**config.mk**
```make
export PLATFORM = sky130hd
export DESIGN_NAME = rfblackwidow_cvalid_seq_flat
export DESIGN_NICKNAME = d
export VERILOG_FILES = /design/src/rtl/rfblackwidow_cvalid_seq_if.sv /design/src/rtl/rfblackwidow_cvalid_seq.sv /design/src/flat_wrapper.sv
export SDC_FILE = /design/constraint.sdc
export NUM_CORES = 1
export LEC_CHECK = 0
export BUFFER_PORTS_ARGS = -buffer_cell sky130_fd_sc_hd__buf_2
export CAP_MARGIN = 20
export CELL_PAD_IN_SITES_DETAIL_PLACEMENT = 1
export CELL_PAD_IN_SITES_GLOBAL_PLACEMENT = 1
export CORE_ASPECT_RATIO = 0.7
export CORE_UTILIZATION = 30
export DETAILED_ROUTE_END_ITERATION = 10
export GPL_ROUTABILITY_DRIVEN = 0
export PLACE_DENSITY = 0.6
export SYNTH_ARGS = -nofsm -noshare
export SYNTH_HDL_FRONTEND = slang
export SYNTH_SLANG_ARGS = --single-unit
```
**constraint.sdc**
```tcl
create_clock -name clk -period 3 [get_ports clk]
set_input_delay 0.6 -clock clk [delete_from_list [all_inputs] [get_ports clk]]
set_output_delay 0.6 -clock clk [all_outputs]
set_load 0.02 [all_outputs]
```
**src/rtl/rfblackwidow_cvalid_seq_if.sv**
```systemverilog
// Fill / invalidate / lookup bundle for the cache valid-bit store.
// master = cache controller side, slave = the valid-bit store.
interface rfblackwidow_cvalid_seq_if #(
    parameter int WAYS = 4,
    parameter int AWID = 32
);
    localparam int WW = (WAYS > 1) ? $clog2(WAYS) : 1;

    logic            wr;
    logic [WW-1:0]   wr_way;
    logic [AWID-1:0] wr_adr;
    logic            wr_rdy;

    logic            inv_req;
    logic [1:0]      inv_mode;
    logic [AWID-1:0] inv_adr;
    logic [WW-1:0]   inv_way;
    logic            inv_rdy;
    logic            busy;
    logic            inv_done;

    logic [AWID-1:0] rd_adr;
    logic [WAYS-1:0] valid_o;
    logic [WW-1:0]   victim;

    modport master (
        output wr, wr_way, wr_adr, inv_req, inv_mode, inv_adr, inv_way, rd_adr,
        input  wr_rdy, inv_rdy, busy, inv_done, valid_o, victim
    );

    modport slave (
        input  wr, wr_way, wr_adr, inv_req, inv_mode, inv_adr, inv_way, rd_adr,
        output wr_rdy, inv_rdy, busy, inv_done, valid_o, victim
    );
endinterface

```
**src/rtl/rfblackwidow_cvalid_seq.sv**
```systemverilog
// Cache valid-bit array with per-line/per-way invalidate and a one-set-per-cycle invalidate-all sweep.
// Lookup result registered one cycle after rd_adr; wr/inv are refused (rdy low) for the LINES-cycle sweep.
module rfblackwidow_cvalid_seq #(
    parameter int LINES = 128,
    parameter int WAYS  = 4,
    parameter int OFFS  = 7,
    parameter int AWID  = 32
) (
    input  logic clk,
    input  logic rst,
    rfblackwidow_cvalid_seq_if.slave bus
);
    localparam int IW = $clog2(LINES);
    localparam int WW = (WAYS > 1) ? $clog2(WAYS) : 1;

    typedef enum logic {IDLE = 1'b0, SWEEP = 1'b1} state_t;

    state_t          r_state;
    state_t          w_state_nxt;
    logic [IW-1:0]   r_sweep;
    logic [WW-1:0]   r_rr;
    logic [WAYS-1:0] r_arr [LINES] = '{default: '0};
    logic [WAYS-1:0] r_valid;
    logic [WW-1:0]   r_victim;
    logic            r_done;

    logic            w_busy;
    logic            w_sweep_last;
    logic            w_wr_acc;
    logic            w_inv_acc;
    logic            w_inv_line;
    logic [IW-1:0]   w_wr_idx;
    logic [IW-1:0]   w_inv_idx;
    logic [IW-1:0]   w_rd_idx;
    logic [WAYS-1:0] w_wr_oh;
    logic [WAYS-1:0] w_inv_mask;
    logic [WAYS-1:0] w_rd_set;
    logic [WW-1:0]   w_victim;
    logic            w_unused;

    assign w_wr_idx  = bus.wr_adr[OFFS +: IW];
    assign w_inv_idx = bus.inv_adr[OFFS +: IW];
    assign w_rd_idx  = bus.rd_adr[OFFS +: IW];
    assign w_unused  = ^{bus.wr_adr, bus.inv_adr, bus.rd_adr};

    assign w_wr_acc   = bus.wr & ~w_busy;
    assign w_inv_acc  = bus.inv_req & ~w_busy;
    assign w_inv_line = w_inv_acc & ~bus.inv_mode[1];

    // With a single way the way fields carry no information.
    assign w_wr_oh    = (WAYS == 1) ? WAYS'(1) : (WAYS'(1) << bus.wr_way);
    assign w_inv_mask = (bus.inv_mode == 2'd0) ? '1 :
                        ((WAYS == 1) ? WAYS'(1) : (WAYS'(1) << bus.inv_way));

    always_ff @(posedge clk) begin
        if (rst) r_state <= IDLE;
        else     r_state <= w_state_nxt;
    end

    always_comb begin
        w_state_nxt = r_state;
        case (r_state)
            IDLE:    if (w_inv_acc && bus.inv_mode == 2'd2) w_state_nxt = SWEEP;
            SWEEP:   if (w_sweep_last) w_state_nxt = IDLE;
            default: w_state_nxt = IDLE;
        endcase
    end

    always_comb begin
        w_busy       = (r_state == SWEEP);
        w_sweep_last = (r_state == SWEEP) && (r_sweep == IW'(LINES - 1));
    end

    always_ff @(posedge clk) begin
        if (rst || r_state != SWEEP) r_sweep <= '0;
        else                         r_sweep <= r_sweep + IW'(1);
    end

    // The sweep only runs while requests are refused, so it never races a fill.
    always_ff @(posedge clk) begin
        for (int s = 0; s < LINES; s++) begin
            if (rst || (w_busy && r_sweep == IW'(s))) begin
                r_arr[s] <= '0;
            end else if ((w_wr_acc && w_wr_idx == IW'(s)) ||
                         (w_inv_line && w_inv_idx == IW'(s))) begin
                r_arr[s] <= (r_arr[s] | ((w_wr_acc && w_wr_idx == IW'(s)) ? w_wr_oh : '0))
                          & ~((w_inv_line && w_inv_idx == IW'(s)) ? w_inv_mask : '0);
            end
        end
    end

    always_ff @(posedge clk) begin
        if (rst)           r_rr <= '0;
        else if (w_wr_acc) r_rr <= (WAYS == 1) ? '0 : r_rr + WW'(1);
    end

    assign w_rd_set = r_arr[w_rd_idx];

    always_comb begin
        w_victim = r_rr;
        for (int i = WAYS - 1; i >= 0; i--) begin
            if (!w_rd_set[i]) w_victim = WW'(i);
        end
    end

    always_ff @(posedge clk) begin
        if (rst) begin
            r_valid  <= '0;
            r_victim <= '0;
            r_done   <= 1'b0;
        end else begin
            r_valid  <= w_busy ? '0 : w_rd_set;
            r_victim <= w_victim;
            r_done   <= (w_inv_acc && bus.inv_mode != 2'd2) || w_sweep_last;
        end
    end

    assign bus.wr_rdy   = ~w_busy;
    assign bus.inv_rdy  = ~w_busy;
    assign bus.busy     = w_busy;
    assign bus.inv_done = r_done;
    // Masking covers the acceptance cycle, whose registered lookup predates the sweep.
    assign bus.valid_o  = r_valid & {WAYS{~w_busy}};
    assign bus.victim   = r_victim;
endmodule

```
**src/flat_wrapper.sv**
```systemverilog
// flat-port wrapper written by rule: the top's interface ports become plain ports
module rfblackwidow_cvalid_seq_flat 
#(
    parameter int LINES = 128,
    parameter int WAYS  = 4,
    parameter int OFFS  = 7,
    parameter int AWID  = 32
)
  (clk, rst, bus_wr, bus_wr_way, bus_wr_adr, bus_inv_req, bus_inv_mode, bus_inv_adr, bus_inv_way, bus_rd_adr, bus_wr_rdy, bus_inv_rdy, bus_busy, bus_inv_done, bus_valid_o, bus_victim);
  rfblackwidow_cvalid_seq_if #(.WAYS(WAYS), .AWID(AWID)) bus_i ();
  input  logic clk;
  input  logic rst;
  input wire logic [$bits(bus_i.wr)-1:0] bus_wr;
  input wire logic [$bits(bus_i.wr_way)-1:0] bus_wr_way;
  input wire logic [$bits(bus_i.wr_adr)-1:0] bus_wr_adr;
  input wire logic [$bits(bus_i.inv_req)-1:0] bus_inv_req;
  input wire logic [$bits(bus_i.inv_mode)-1:0] bus_inv_mode;
  input wire logic [$bits(bus_i.inv_adr)-1:0] bus_inv_adr;
  input wire logic [$bits(bus_i.inv_way)-1:0] bus_inv_way;
  input wire logic [$bits(bus_i.rd_adr)-1:0] bus_rd_adr;
  output wire logic [$bits(bus_i.wr_rdy)-1:0] bus_wr_rdy;
  output wire logic [$bits(bus_i.inv_rdy)-1:0] bus_inv_rdy;
  output wire logic [$bits(bus_i.busy)-1:0] bus_busy;
  output wire logic [$bits(bus_i.inv_done)-1:0] bus_inv_done;
  output wire logic [$bits(bus_i.valid_o)-1:0] bus_valid_o;
  output wire logic [$bits(bus_i.victim)-1:0] bus_victim;
  assign bus_i.wr = bus_wr;
  assign bus_i.wr_way = bus_wr_way;
  assign bus_i.wr_adr = bus_wr_adr;
  assign bus_i.inv_req = bus_inv_req;
  assign bus_i.inv_mode = bus_inv_mode;
  assign bus_i.inv_adr = bus_inv_adr;
  assign bus_i.inv_way = bus_inv_way;
  assign bus_i.rd_adr = bus_rd_adr;
  assign bus_wr_rdy = bus_i.wr_rdy;
  assign bus_inv_rdy = bus_i.inv_rdy;
  assign bus_busy = bus_i.busy;
  assign bus_inv_done = bus_i.inv_done;
  assign bus_valid_o = bus_i.valid_o;
  assign bus_victim = bus_i.victim;
  rfblackwidow_cvalid_seq #(.LINES(LINES), .WAYS(WAYS), .OFFS(OFFS), .AWID(AWID)) u_core (.clk(clk), .rst(rst), .bus(bus_i));
endmodule
```
==> impl_metrics.ini, run 1 <==
[floorplan]
dieArea_mm2 = 0.1073
die_w_um = 391.1
die_y_um = 274.4
rows = 99
coreArea_mm2 = 0.1047
start_util = 0.3038
ioPinCount = 116

[clock_network]
root_buffer = clkbuf_16
clk_latency_ns = 0.68
h-tree-depth = 2
clk_path_buf_depth = 3
clk_pin_slew_ns = 0.07
cts_tree = done
ctsHoldBuffers = 0
cts_setup_buffers = 0
cts.sinks = 529
numCtsBuffers = 57

[final_layout]
areaGrowthSynthToFinish_pct = 20.98
final_core_util = 0.3675
drive_gt1_frac = 0.1930
nets = 3510

[global_route]
grt_usage = 0.2807
grt_pass1_vias = 29218
grt_start_max_net_pins = 69
overflow = 0
antenna_found_initial = 12
grt_pass1_wl_um = 218900

[timing]
worstMarginPinSlew_ns = 0.7844
slew_headroom = 0.4770
hold_ws_ns = 0.2376
final-hold-violation-count = 0
fmax_ghz = 0.3417
fin_crit_sh = 0.9754
skew_ns = 0.02850
finalSetupViolCount = 0
rsz0062_at_grt = no
finalCriticalPeriod_ns = 2.926
slew_violations = 0

[synthesis]
synth_area_mm2 = 0.03180
ys.flop_type = edfxtp_1
synth_top_family_by_area = compound AO/OA/AOI/OAI gates
ys_seq_area_frac = 0.4942
synth-xor-area-share = 0.001928
synth_nets = 3220
ys_ff_latch = 529
synth_area_per_cell_um2 = 10.22
synthCells = 3110
yosys_warnings = 0
synth_mux_area_frac = 0.09243
synth_edf_count = 512
yosys.area_share.simple = 0.1015
yosysUniqueCellTypes = 61
synthArstFlopShare = 0
synth_compound_area_frac = 0.2663
synth_fa_ha_area_frac = 0.001574

[placement]
dp_hpwl_um = 109000
io_buffers = 40

[critical_path]
worstPathRequired_ns = 3.59
r2r_slack_ns = 0.07
end_kind = flip-flop
cp.arrival_ns = 3.51
slowest_delay_ns = 0.74
cp_max_fo = 3
worstReg2RegEnd = u_core.bus.victim[1]$_SDFF_PP0_
path_class = flip-flop to flip-flop
slowest_stage = a2111oi_1
reg2reg_depth = 7
path_cells = mux4_2, mux2i_1, o21ai_0, a2111oi_1, a211oi_1, nor4b_1, nor3b_2
timing.rr.start = u_core.r_arr[15][2]$_SDFFCE_PN0P_
critPathLaunchType = flip-flop

[hold_path]
worstHoldPathType = primary input to flip-flop
worstHoldPathCells = 3
min_to = u_core.bus.busy$_SDFF_PP0_
hold_start = bus_inv_req

[power_and_ir_drop]
ir_drop_v = 0.0004298
p_per_area_mw_per_mm2 = 479.7
total_leakage_power_nw = 13.09

[drt]
viasPerCell = 6.248
vias = 30372
dr.first_iter.drc_count = 4133
drc = 0
wl_per_cell_um = 31.68
ant_nets = 0
drt_wl_total_um = 154000
drtPass1Iterations = 5

[outcome]
status = finished, final reports clean

[job]
drv_cap = 0
[report_power, final]
part / internal (mW) / switching [mW]
Sequential: 8.35 / 0.221
Clock: 4.24 / 3.37
Combinational: 0.708 / 1.57
[repair_timing]
item / CTS / global route
resized for setup: 1 / 2
pin swaps: 0 / 0
hold endpoints to repair: 0 / 0
endpoints found under the setup margin: 3 / 106
[state kept, by name, indices dropped and copies added (netlist names)]
name / cells
u_core.r_arr: 512
u_core.r_sweep: 7
u_core.r_valid: 4
u_core.bus.victim: 2
u_core.r_rr: 2
u_core.bus.busy: 1
u_core.bus.inv_done: 1
[layer usage]
metal | part of all wire | track usage
met5 | 0.00042 | 0
met4 | 0.025 | 0.06625
met3 | 0.13 | 0.09224
met2 | 0.39 | 0.3815
met1 | 0.45 | 0.4214
[worst max-delay path, delay by kind of cell (launching register included)]
| family | cells | cell delay [ns] |
|---|---|---|
| simple gates | 2 | 0.41 |
| flops | 1 | 0.46 |
| mux | 2 | 0.83 |
| compound gates | 3 | 1.14 |
[kinds of logic after synthesis]
family,Yosys count
compound gates,1388
buf+inv,301
flops,529
xor+xnor,7
simple gates,724
mux,157
fa+ha+maj,4
[final cells by class]
| type | count | area [um2] |
|---|---|---|
| Fill cell | 11632 | 66200 |
| Sequential cell | 529 | 15720 |
| Multi-Input combinational cell | 2280 | 14840 |
| Timing Repair Buffer | 451 | 3954 |
| Tap cell | 1414 | 1769 |
| Clock buffer | 73 | 1559 |
| Clock inverter | 31 | 321.6 |
| Inverter | 81 | 304.0 |
| Antenna cell | 2 | 5.005 |
[cells in the mapped netlist (5+ instances only)]
library cell | n | area share
a221oi_1 | 5 | 0.0014
o21ai_0 | 131 | 0.021
nor4_1 | 5 | 0.00098
dfxtp_1 | 17 | 0.011
nand4_1 | 5 | 0.00098
and2_1 | 12 | 0.0024
buf_4 | 10 | 0.0024
o221ai_1 | 6 | 0.0017
nor2b_1 | 22 | 0.0043
buf_2 | 12 | 0.0019
xor2_1 | 5 | 0.0014
a211oi_1 | 517 | 0.12
nor3b_1 | 6 | 0.0014
a31oi_1 | 7 | 0.0014
a21oi_1 | 649 | 0.10
mux4_2 | 101 | 0.072
edfxtp_1 | 512 | 0.48
o21ai_1 | 6 | 0.00094
o211ai_1 | 12 | 0.0028
a22oi_1 | 27 | 0.0064
and3_1 | 5 | 0.00098
nor2_1 | 329 | 0.039
nand3b_1 | 39 | 0.0092
mux2_2 | 5 | 0.0018
nand2_1 | 216 | 0.025
mux4_1 | 6 | 0.0050
nor3_1 | 15 | 0.0024
inv_1 | 81 | 0.0096
o22ai_1 | 11 | 0.0022
nand2b_1 | 14 | 0.0028
mux2i_1 | 45 | 0.014
nand3_1 | 34 | 0.0054
buf_6 | 16 | 0.0057
clkbuf_1 | 177 | 0.021
[placed cells by master (no fill, tap or decap), drive strengths merged, types with 14 or more instances in the layout]
| master | count |
|---|---|
| nand2b | 14 |
| clkinv | 22 |
| mux2i | 45 |
| inv | 83 |
| a21oi | 649 |
| nand2 | 216 |
| dfxtp | 17 |
| edfxtp | 512 |
| clkbuf | 74 |
| nor2b | 23 |
| buf | 450 |
| nand3 | 34 |
| a211oi | 517 |
| o21ai | 137 |
| mux4 | 107 |
| nor2 | 330 |
| nor3 | 18 |
| nand3b | 39 |
| a22oi | 27 |
[per-stage QoR]
stage                     std cells  setup slack (ns)  power, mW  TNS (ns)  instance area [um2]
final                          4861           0.07365      18.46         0                38470
after global routing           4859           0.04528      18.83         0                38470
after CTS                      4859           0.03537      18.42         0                38460
after detailed placement       4755           -0.5207      10.91    -1.434                36580
after global placement         4755           -0.4132      10.89    -1.119                36580
after floorplan                3110            0.5573      9.754         0                31800
[worst max path at each step]
stage / slack (ns) / start / end / cells after the start
2_1_floorplan: 0.56 / bus_rd_adr[7] / u_core.bus.victim[1]$_SDFF_PP0_ / 7
3_3_place_gp: -0.41 / bus_rd_adr[8] / u_core.bus.victim[1]$_SDFF_PP0_ / 8
3_5_place_dp: -0.52 / bus_rd_adr[8] / u_core.bus.victim[1]$_SDFF_PP0_ / 9
4_1_cts: 0.04 / u_core.bus.busy$_SDFF_PP0_ / u_core.r_arr[122][1]$_SDFFCE_PN0P_ / 7
5_1_grt: 0.05 / u_core.r_arr[59][2]$_SDFFCE_PN0P_ / u_core.bus.victim[1]$_SDFF_PP0_ / 8
6_report: 0.07 / u_core.r_arr[15][2]$_SDFFCE_PN0P_ / u_core.bus.victim[1]$_SDFF_PP0_ / 7
No activity file was read; power rests on OpenSTA's default activity.
==> run 2: changes to the inputs <==
- RECOVER_POWER: not set -> 50
==> run 2 against run 1 <==
Against the previous run: die area unchanged; global-route usage unchanged; power about the same; clock-buffer cell count unchanged; register-to-register slack got worse by 0.07 ns; utilization decreased by 0.27 points.
==> impl_metrics.ini, run 2 (synthesis gave the netlist of run 1 again) <==
[outcome]
status = finished, final reports clean

[floorplan]
start_util = 0.3038
coreArea_mm2 = 0.1047
dieArea_mm2 = 0.1073
die_y_um = 274.4
ioPinCount = 116
die_w_um = 391.1
rows = 99

[hold_path]
worstHoldPathCells = 3
min_to = u_core.bus.busy$_SDFF_PP0_
worstHoldPathType = primary input to flip-flop
hold_start = bus_inv_req

[drt]
drt_wl_total_um = 154000
vias = 30384
drtPass1Iterations = 5
dr.first_iter.drc_count = 3923
ant_nets = 0
viasPerCell = 6.247
wl_per_cell_um = 31.66
drc = 0

[critical_path]
slowest_stage = clkbuf_1
crit_top_cell = clkbuf_1
path_depth = 7
slowest_delay_ns = 0.76
critPathLaunchType = flip-flop
end_kind = flip-flop
cp_max_fo = 13
worstPathRequired_ns = 3.40
cp.arrival_ns = 3.39
reg2reg_depth = 7
path_buf_inv = 2
worstReg2RegEnd = u_core.r_arr[31][0]$_SDFFCE_PN0P_
path_class = flip-flop to flip-flop
cp_top_family = buffers and inverters
r2r_slack_ns = 0.004
timing.rr.start = u_core.bus.busy$_SDFF_PP0_
path_cells = nand2_1, nor2_1, clkbuf_1, a21oi_1, o21ai_0, clkbuf_1, a211oi_1

[final_layout]
num-fill-cells = 11666
regMostFlops = u_core.r_arr
multi_input_area_mm2 = 0.01481
final_common_cell = a21oi_1
areaGrowthSynthToFinish_pct = 20.09
nets = 3510
top_regs = u_core.r_arr: 512 flops, u_core.r_sweep: 7 flops, u_core.r_valid: 4 flops
largest_reg_flops = 512
final_cells = 4864
layout_common_cells = a21oi_1 (649), a211oi_1 (517), edfxtp_1 (512)
final_core_util = 0.3648
drive_gt1_frac = 0.1730
seqCellArea_mm2 = 0.01572

[timing]
finalCriticalPeriod_ns = 2.996
skew_ns = 0.02331
rsz0062_at_grt = no
slew_violations = 0
fin_crit_sh = 0.9985
slew_headroom = 0.3696
finalSetupViolCount = 0
hold_ws_ns = 0.2313
fmax_ghz = 0.3338
final-hold-violation-count = 0
worstMarginPinSlew_ns = 0.9456

[placement]
dp_cells = 4755
dp_hpwl_um = 109000
io_buffers = 40

[clock_network]
numCtsBuffers = 57
clk_path_buf_depth = 3
cts.sinks = 529
ctsHoldBuffers = 0
cts_tree = done
clk_pin_slew_ns = 0.07
h-tree-depth = 2
root_buffer = clkbuf_16
clk_latency_ns = 0.68

[global_route]
grt_pass1_vias = 29218
overflow = 0
antenna_found_initial = 12
met2_usage = 0.3815
top_usage_layer = met1
grt_usage = 0.2807
grt_start_max_net_pins = 69
grt_util_met1 = 0.4214
grt_pass1_wl_um = 218900
gr-usage-met3 = 0.09224

[power_and_ir_drop]
total_leakage_power_nw = 12.82
p_per_area_mw_per_mm2 = 483.1
ir_drop_v = 0.0004317

[job]
drv_cap = 0
[run 2: tightest hold or removal path: stages]
cell      delay, ns
buf_2          0.12
nand3b_1       0.08
a21boi_0       0.07
[run 2: worst max path at each step]
stage / start / to
after floorplan: bus_rd_adr[7] / u_core.bus.victim[1]$_SDFF_PP0_
after global placement: bus_rd_adr[8] / u_core.bus.victim[1]$_SDFF_PP0_
after detailed placement: bus_rd_adr[8] / u_core.bus.victim[1]$_SDFF_PP0_
after CTS: u_core.bus.busy$_SDFF_PP0_ / u_core.r_arr[122][1]$_SDFFCE_PN0P_
after global routing: u_core.bus.busy$_SDFF_PP0_ / u_core.r_arr[125][3]$_SDFFCE_PN0P_
final: u_core.bus.busy$_SDFF_PP0_ / u_core.r_arr[31][0]$_SDFFCE_PN0P_
[run 2: area by class of cell]
class                      count  share of cell area
antenna                        5           0.0003277
clock buffer                  73             0.04083
clock inverter                31            0.008421
inverter                      81            0.007962
multi-input combinational   2280              0.3879
sequential                   529              0.4116
tap                         1414             0.04633
timing repair buffer         451             0.09663
[run 2: power by group]
group          switching [mW]  total [mW]  internal [mW]  leakage (nW)
clock network            3.38        7.62           4.24         0.925
registers               0.221        8.57           8.35          5.43
logic                    1.56        2.26          0.697          6.47
[run 2: stage by stage]
stage | TNS (ns) | power (mW) | setup WS [ns] | instance area (um2)
6_report | 0 | 18.45 | 0.004463 | 38190
3_3_place_gp | -1.119 | 10.89 | -0.4132 | 36580
4_1_cts | 0 | 18.42 | 0.03537 | 38460
2_1_floorplan | 0 | 9.754 | 0.5573 | 31800
3_5_place_dp | -1.434 | 10.91 | -0.5207 | 36580
5_1_grt | 0 | 18.82 | 0.02481 | 38170
[run 2: timing repair]
| item | in CTS | in global routing |
|---|---|---|
| resized for setup | 1 | 2 |
| pin swaps | 0 | 0 |
| setup endpoints to repair | 3 | 106 |
| buffers inserted | 0 | 0 |
[run 2: metal layers]
metal,vias to the layer above,wire (um)
met2,1747,60410
met5,-,53
met4,12,4014
met1,15513,69240
met3,254,20270
li1,12858,-
